--- src/rtl/reconf_pkg.sv ---
// Shared types and FP16 constants for the tile accumulator stage.
package reconf_pkg;

    typedef logic [15:0] fp16_t;

    typedef enum logic [0:0] {
        IDLE  = 1'b0,
        ACCUM = 1'b1
    } state_e;

    localparam fp16_t FP16_ONE      = 16'h3C00;
    localparam fp16_t FP16_QNAN     = 16'h7E00;
    localparam fp16_t FP16_NEG_ZERO = 16'h8000;

endpackage

--- src/rtl/new_fp16_add.sv ---
// Combinational FP16 adder, round-to-nearest-even, subnormal support,
// any NaN operand or inf-inf yields the canonical quiet NaN.
module new_fp16_add (
    input  logic [15:0] a_i,
    input  logic [15:0] b_i,
    output logic [15:0] sum_o
);
    logic        a_big_s;
    logic [15:0] x_s;
    logic [15:0] y_s;
    logic [4:0]  ex_s;
    logic [4:0]  ey_s;
    logic [4:0]  emax_s;
    logic [13:0] ax_s;
    logic [13:0] ay_s;
    logic [13:0] ay_sh_s;
    logic [4:0]  diff_s;
    logic        sticky_s;
    logic        eff_sub_s;
    logic [14:0] raw_s;
    logic [3:0]  lz_s;
    logic        found_s;
    logic [3:0]  shift_s;
    logic [13:0] norm_s;
    logic [5:0]  exp_n_s;
    logic        round_up_s;
    logic [15:0] packed_s;
    logic        x_nan_s;
    logic        y_nan_s;
    logic        x_inf_s;
    logic        y_inf_s;
    logic        ovf_s;

    // Align, add/subtract, normalise and round in one combinational pass
    always_comb begin
        a_big_s   = (a_i[14:0] >= b_i[14:0]);
        x_s       = a_big_s ? a_i : b_i;
        y_s       = a_big_s ? b_i : a_i;
        ex_s      = (x_s[14:10] == 5'd0) ? 5'd1 : x_s[14:10];
        ey_s      = (y_s[14:10] == 5'd0) ? 5'd1 : y_s[14:10];
        ax_s      = {(x_s[14:10] != 5'd0), x_s[9:0], 3'b000};
        ay_s      = {(y_s[14:10] != 5'd0), y_s[9:0], 3'b000};
        diff_s    = ex_s - ey_s;
        eff_sub_s = x_s[15] ^ y_s[15];

        if (diff_s >= 5'd14) begin
            ay_sh_s  = 14'd0;
            sticky_s = |ay_s;
        end else begin
            ay_sh_s  = ay_s >> diff_s;
            sticky_s = |(ay_s & ~(14'h3FFF << diff_s));
        end
        ay_sh_s[0] = ay_sh_s[0] | sticky_s;

        if (eff_sub_s) begin
            raw_s = {1'b0, ax_s} - {1'b0, ay_sh_s};
        end else begin
            raw_s = {1'b0, ax_s} + {1'b0, ay_sh_s};
        end

        found_s = 1'b0;
        lz_s    = 4'd0;
        for (int i = 13; i >= 0; i--) begin
            if (!found_s) begin
                if (raw_s[i]) begin
                    found_s = 1'b1;
                end else begin
                    lz_s = lz_s + 4'd1;
                end
            end else begin
                found_s = found_s;
            end
        end

        // Left shift is capped so the exponent never drops below the subnormal floor
        emax_s  = ex_s - 5'd1;
        shift_s = 4'd0;
        if (raw_s[14]) begin
            norm_s  = raw_s[14:1] | {13'd0, raw_s[0]};
            exp_n_s = {1'b0, ex_s} + 6'd1;
        end else begin
            if ({1'b0, lz_s} > emax_s) begin
                shift_s = emax_s[3:0];
            end else begin
                shift_s = lz_s;
            end
            norm_s  = raw_s[13:0] << shift_s;
            exp_n_s = norm_s[13] ? ({1'b0, ex_s} - {2'b00, shift_s}) : 6'd0;
        end

        round_up_s = norm_s[2] & (norm_s[1] | norm_s[0] | norm_s[3]);
        packed_s   = {1'b0, exp_n_s[4:0], norm_s[12:3]} + {15'd0, round_up_s};
        ovf_s      = exp_n_s[5] | packed_s[15] | (packed_s[14:10] == 5'h1F);

        x_nan_s = (x_s[14:10] == 5'h1F) && (x_s[9:0] != 10'd0);
        y_nan_s = (y_s[14:10] == 5'h1F) && (y_s[9:0] != 10'd0);
        x_inf_s = (x_s[14:10] == 5'h1F) && (x_s[9:0] == 10'd0);
        y_inf_s = (y_s[14:10] == 5'h1F) && (y_s[9:0] == 10'd0);

        if (x_nan_s || y_nan_s || (x_inf_s && y_inf_s && eff_sub_s)) begin
            sum_o = 16'h7E00;
        end else if (x_inf_s) begin
            sum_o = {x_s[15], 5'h1F, 10'd0};
        end else if (raw_s == 15'd0) begin
            sum_o = {x_s[15] & y_s[15], 15'd0};
        end else if (ovf_s) begin
            sum_o = {x_s[15], 5'h1F, 10'd0};
        end else begin
            sum_o = {x_s[15], packed_s[14:0]};
        end
    end

endmodule

--- src/rtl/reconf_out_reg.sv ---
// One-entry valid/ready holding register for a {data, count, ovf} result.
module reconf_out_reg #(
    parameter int DATA_W = 16,
    parameter int CNT_W  = 8
) (
    input  logic              clk_i,
    input  logic              rst_ni,
    input  logic              load_i,
    input  logic [DATA_W-1:0] data_i,
    input  logic [CNT_W-1:0]  count_i,
    input  logic              ovf_i,
    input  logic              ready_i,
    output logic              valid_o,
    output logic [DATA_W-1:0] data_o,
    output logic [CNT_W-1:0]  count_o,
    output logic              ovf_o
);

    // A load wins over a drain so back-to-back results keep valid high
    always_ff @(posedge clk_i or negedge rst_ni) begin
        if (!rst_ni) begin
            valid_o <= 1'b0;
            data_o  <= '0;
            count_o <= '0;
            ovf_o   <= 1'b0;
        end else if (load_i) begin
            valid_o <= 1'b1;
            data_o  <= data_i;
            count_o <= count_i;
            ovf_o   <= ovf_i;
        end else if (valid_o && ready_i) begin
            valid_o <= 1'b0;
        end else begin
            valid_o <= valid_o;
        end
    end

endmodule

--- src/rtl/reconf_tile_accum.sv ---
// Accumulates a stream of FP16 tile partial sums into one dot product per job.
module reconf_tile_accum
    import reconf_pkg::*;
#(
    parameter int DATA_W = 16,
    parameter int CNT_W  = 8
) (
    input  logic              clk_i,
    input  logic              rst_ni,
    input  logic              clear_i,
    input  logic              in_valid_i,
    output logic              in_ready_o,
    input  logic [DATA_W-1:0] in_data_i,
    input  logic              in_last_i,
    output logic              out_valid_o,
    input  logic              out_ready_i,
    output logic [DATA_W-1:0] out_data_o,
    output logic [CNT_W-1:0]  out_count_o,
    output logic              out_ovf_o,
    output logic              busy_o
);

    localparam logic [CNT_W-1:0] CNT_MAX = {CNT_W{1'b1}};
    localparam logic [CNT_W-1:0] CNT_ONE = CNT_W'(1);

    state_e           state_r;
    fp16_t            acc_r;
    logic [CNT_W-1:0] count_r;
    logic             ovf_r;
    fp16_t            sum_s;
    logic             beat_s;
    logic [CNT_W-1:0] count_inc_s;
    logic             ovf_next_s;
    logic             load_s;
    fp16_t            load_data_s;
    logic [CNT_W-1:0] load_count_s;
    logic             load_ovf_s;

    function automatic logic [CNT_W-1:0] sat_inc(input logic [CNT_W-1:0] v);
        return (v == CNT_MAX) ? v : v + CNT_ONE;
    endfunction

    assign in_ready_o  = !clear_i && (!out_valid_o || out_ready_i);
    assign beat_s      = in_valid_i && in_ready_o;
    assign busy_o      = (state_r == ACCUM);
    assign count_inc_s = sat_inc(count_r);
    assign ovf_next_s  = ovf_r | (count_r == CNT_MAX);

    new_fp16_add u_add (
        .a_i   (acc_r),
        .b_i   (in_data_i),
        .sum_o (sum_s)
    );

    // The first beat of a job bypasses the adder so -0 and NaN payloads survive
    always_comb begin
        load_s       = 1'b0;
        load_data_s  = in_data_i;
        load_count_s = CNT_ONE;
        load_ovf_s   = 1'b0;
        if (beat_s && in_last_i) begin
            load_s = 1'b1;
            if (state_r == ACCUM) begin
                load_data_s  = sum_s;
                load_count_s = count_inc_s;
                load_ovf_s   = ovf_next_s;
            end else begin
                load_data_s  = in_data_i;
                load_count_s = CNT_ONE;
                load_ovf_s   = 1'b0;
            end
        end else begin
            load_s = 1'b0;
        end
    end

    // Job FSM and accumulator state
    always_ff @(posedge clk_i or negedge rst_ni) begin
        if (!rst_ni) begin
            state_r <= IDLE;
            acc_r   <= 16'h0000;
            count_r <= '0;
            ovf_r   <= 1'b0;
        end else if (clear_i) begin
            state_r <= IDLE;
            acc_r   <= 16'h0000;
            count_r <= '0;
            ovf_r   <= 1'b0;
        end else if (beat_s) begin
            case (state_r)
                IDLE: begin
                    if (!in_last_i) begin
                        state_r <= ACCUM;
                        acc_r   <= in_data_i;
                        count_r <= CNT_ONE;
                        ovf_r   <= 1'b0;
                    end else begin
                        state_r <= IDLE;
                    end
                end
                ACCUM: begin
                    if (!in_last_i) begin
                        acc_r   <= sum_s;
                        count_r <= count_inc_s;
                        ovf_r   <= ovf_next_s;
                    end else begin
                        state_r <= IDLE;
                    end
                end
                default: begin
                    state_r <= IDLE;
                end
            endcase
        end else begin
            state_r <= state_r;
        end
    end

    reconf_out_reg #(
        .DATA_W (DATA_W),
        .CNT_W  (CNT_W)
    ) u_out (
        .clk_i   (clk_i),
        .rst_ni  (rst_ni),
        .load_i  (load_s),
        .data_i  (load_data_s),
        .count_i (load_count_s),
        .ovf_i   (load_ovf_s),
        .ready_i (out_ready_i),
        .valid_o (out_valid_o),
        .data_o  (out_data_o),
        .count_o (out_count_o),
        .ovf_o   (out_ovf_o)
    );

endmodule

--- config.mk ---
export PLATFORM = sky130hd
export DESIGN_NAME = reconf_tile_accum
export DESIGN_NICKNAME = d
export VERILOG_FILES = /design/src/rtl/reconf_pkg.sv /design/src/rtl/new_fp16_add.sv /design/src/rtl/reconf_out_reg.sv /design/src/rtl/reconf_tile_accum.sv
export SDC_FILE = /design/constraint.sdc
export NUM_CORES = 1
export LEC_CHECK = 0
export ABC_AREA = 0
export CAP_MARGIN = 15
export CELL_PAD_IN_SITES_DETAIL_PLACEMENT = 1
export CELL_PAD_IN_SITES_GLOBAL_PLACEMENT = 1
export CORE_MARGIN = 3
export CORE_UTILIZATION = 45
export CTS_CLUSTER_SIZE = 14
export DETAILED_ROUTE_END_ITERATION = 10
export GPL_ROUTABILITY_DRIVEN = 0
export PLACE_DENSITY = 0.79
export SYNTH_ARGS = -nofsm -noshare
export SYNTH_HDL_FRONTEND = slang
export SYNTH_SLANG_ARGS = --single-unit
--- constraint.sdc ---
create_clock -name clk_i -period 20.2 [get_ports clk_i]
set_input_delay 3.03 -clock clk_i [delete_from_list [all_inputs] [get_ports clk_i]]
set_output_delay 3.03 -clock clk_i [all_outputs]
set_load 0.005 [all_outputs]
==> reports/metrics.cfg <==
[status]
outcome=complete, but fails checks
violations=setup timing

[critical_path]
arrival_ns=20.59
worst_r2r_path_depth=83
cpPeakStageDelay_ns=0.52
path_class=input pin to flop
endpoint_kind=flop
cpMostUsedCell=ha_4
slowest_stage=xor2_1
cp.required_ns=20.35
start_kind=input pin
crit_fanout=10

[power]
ir_drop_v=0.0000876
p_leak_nw=5.11
powerDensity_nw_per_um2=139

[placed_design]
dpl.hpwl_um=28500
portBuffers=49

[grt]
grt-ovfl-total=0
grt_usage=0.329
grt_max_degree=53
antenna_found_initial=0
grt_pass1_wl_um=59000
grt_pass1_vias=11000

[run]
maxCapViolations=0

[yosys]
ys_top_cells_by_area=dfrtp_1 14%, ha_1 9.0%, nand2_1 6.2%
syn-cell-area_sq_um=9030
synth_top_cell_by_area=dfrtp_1
synth_enable_flop_cells=0
synth_most_common_cell=nand2_1
async_flop_share=1.00
ys_ff_latch=52
ys_warn_count=0
synthCells=1252
synth_common_cells=150 x nand2_1, 106 x nor2_1, 93 x a21oi_1
synth_cell_types=107
syn-num-nets=1342
synth_flop_cell=dfrtp_1
seq_area_frac_synth=0.144
synth_top_cell_area_share=0.144
syn_avg_cell_area_sq_um=7.22

[clock_tree]
cts_buffers=5
htree_num_levels=2
path_clk_slew_ns=0.08
cts_root_buffer=clkbuf_16
hold_buffers=0
cts.sinks=52
clockBufferDepth=2
clock_latency_ns=0.30
cts_tree=done

[hold_path]
worstHoldPathCells=2
hold_class=flop to flop

[routing]
vias=11600
drc=0
via_per_inst=6.97
ant_nets=0
routed_wirelength_um=44700
wl_per_cell_um=26.8
firstDrtPassIters=6
drt_iter0_drc=1151

[timing]
finClkSkew_ns=0.00750
layout_worst_path_cycle_share=1.01
setup_viol=16
fin_ws_ns=-0.238
max_freq_ghz=0.0489
relSlewSlack=0.185
drv_slew=0
period_minus_slack_ns=20.44
hold_violations=0
tightest_slew_ns=1.22
hold_ws_ns=0.493

[floorplanning]
die_h_um=148
pin_count=50
core_area_sq_um=19600
dieArea_sq_um=21800
die_w_um=148
initial_core_util=0.461
rows=51

[finish]
drive_gt1_frac=0.253
nets=1490
antenna_cells=0
syn2layout_area_growth_pct=31.7
postLayoutCoreUtil=0.607

[power breakdown]
group / internal (mW) / switching [mW] / leakage [nW]
clock: 0.0593 / 0.0429 / 0.0857
combinational: 0.553 / 0.861 / 4.35
sequential: 0.116 / 0.0159 / 0.670
[registers in the layout, indices dropped and copies added (netlist names)]
register	cells
u_out.count_o	8
acc_r	16
u_out.valid_o	1
count_r	8
busy_o	1
u_out.data_o	16
ovf_r	1
u_out.ovf_o	1
[routing by layer]
layer,vias up,GRT usage,part of all wire
met4,0,0.132,0.066
met2,749,0.569,0.47
met3,250,0.0411,0.083
met5,-,0,0
li1,4971,-,-
met1,5636,0.418,0.38
[what timing repair did]
action | in CTS | in global routing
endpoints found under the setup margin | 30 | 30
gates cloned | 1 | 5
pin swaps | 14 | 76
setup buffers | 12 | 43
gates resized for setup | 22 | 173
[cell type report]
cell class / count / area (sq um)
Tap cell: 265 / 332
Clock buffer: 5 / 125
Timing Repair Buffer: 200 / 1780
Multi-Input combinational cell: 1067 / 8030
Sequential cell: 52 / 1300
Inverter: 74 / 283
Clock inverter: 3 / 46.3
Fill cell: 2368 / 7690
[logic make-up after synthesis]
group                    synth area share
AO/OA/AOI/OAI                       0.302
XOR/XNOR                           0.0514
buffers and inverters              0.0594
multiplexers                       0.0683
adder cells (fa/ha/maj)            0.0967
AND/OR/NAND/NOR                     0.278
flip-flops                          0.144
[per-stage QoR]
stage | std cells | instance area (sq um) | total power, mW | setup WS (ns) | TNS (ns)
2_1_floorplan | 1252 | 9040 | 0.856 | 0.0928 | 0
3_3_place_gp | 1597 | 10300 | 1.20 | -0.116 | -1.12
3_5_place_dp | 1597 | 10300 | 1.23 | -0.675 | -17.45
4_1_cts | 1618 | 10700 | 1.37 | 0.000128 | 0
5_1_grt | 1666 | 11900 | 1.73 | -0.816 | -17.27
6_report | 1666 | 11900 | 1.65 | -0.238 | -1.21
[placed cells by master, fill, tap and decap left out, types with 7 or more instances in the layout]
cell	n
nor3_1	40
and2_1	16
clkbuf_16	8
inv_2	20
a21o_1	26
or3_1	10
o211ai_1	14
a21oi_2	12
ha_1	44
nand4_1	20
o21ai_1	15
and3_1	21
inv_1	53
a211oi_1	7
dfrtp_1	52
nand2_1	144
dlymetal6s2s_1	14
nand3_1	47
o21ai_2	9
a31oi_1	23
nor2_1	99
nand2b_1	12
nor4_1	9
a21oi_1	79
nor2b_1	8
mux2_2	13
o31ai_1	8
o2111ai_1	7
xor2_1	11
ha_4	15
xnor2_1	23
xnor2_2	8
buf_6	7
buf_4	137
mux2i_1	33
clkdlybuf4s50_1	34
o21a_1	8
o21ai_0	73
a32oi_1	7
[final timing paths]
| kind | from | end | slack [ns] |
|---|---|---|---|
| worst max-delay path | in_data_i[2] | u_out.data_o[0] | -0.24 |
| worst min-delay path | u_out.data_o[12] | u_out.data_o[12] | 0.49 |
| worst max register to register | acc_r[0] | u_out.data_o[0] | 2.20 |
| worst min register to register | u_out.data_o[12] | u_out.data_o[12] | 0.49 |
| max in group asynchronous | rst_ni | acc_r[5] | 16.88 |
| min in group asynchronous | rst_ni | u_out.count_o[3] | 2.84 |
[worst max-delay path: cells and delay by family]
family	cells	cell delay, ns
AND/OR/NAND/NOR	29	5.19
AO/OA/AOI/OAI	24	4.95
adder cells (fa/ha/maj)	12	2.94
XOR/XNOR	6	2.04
multiplexers	5	1.32
buffers and inverters	7	1.10
No activity file was read; power rests on OpenSTA's default activity.
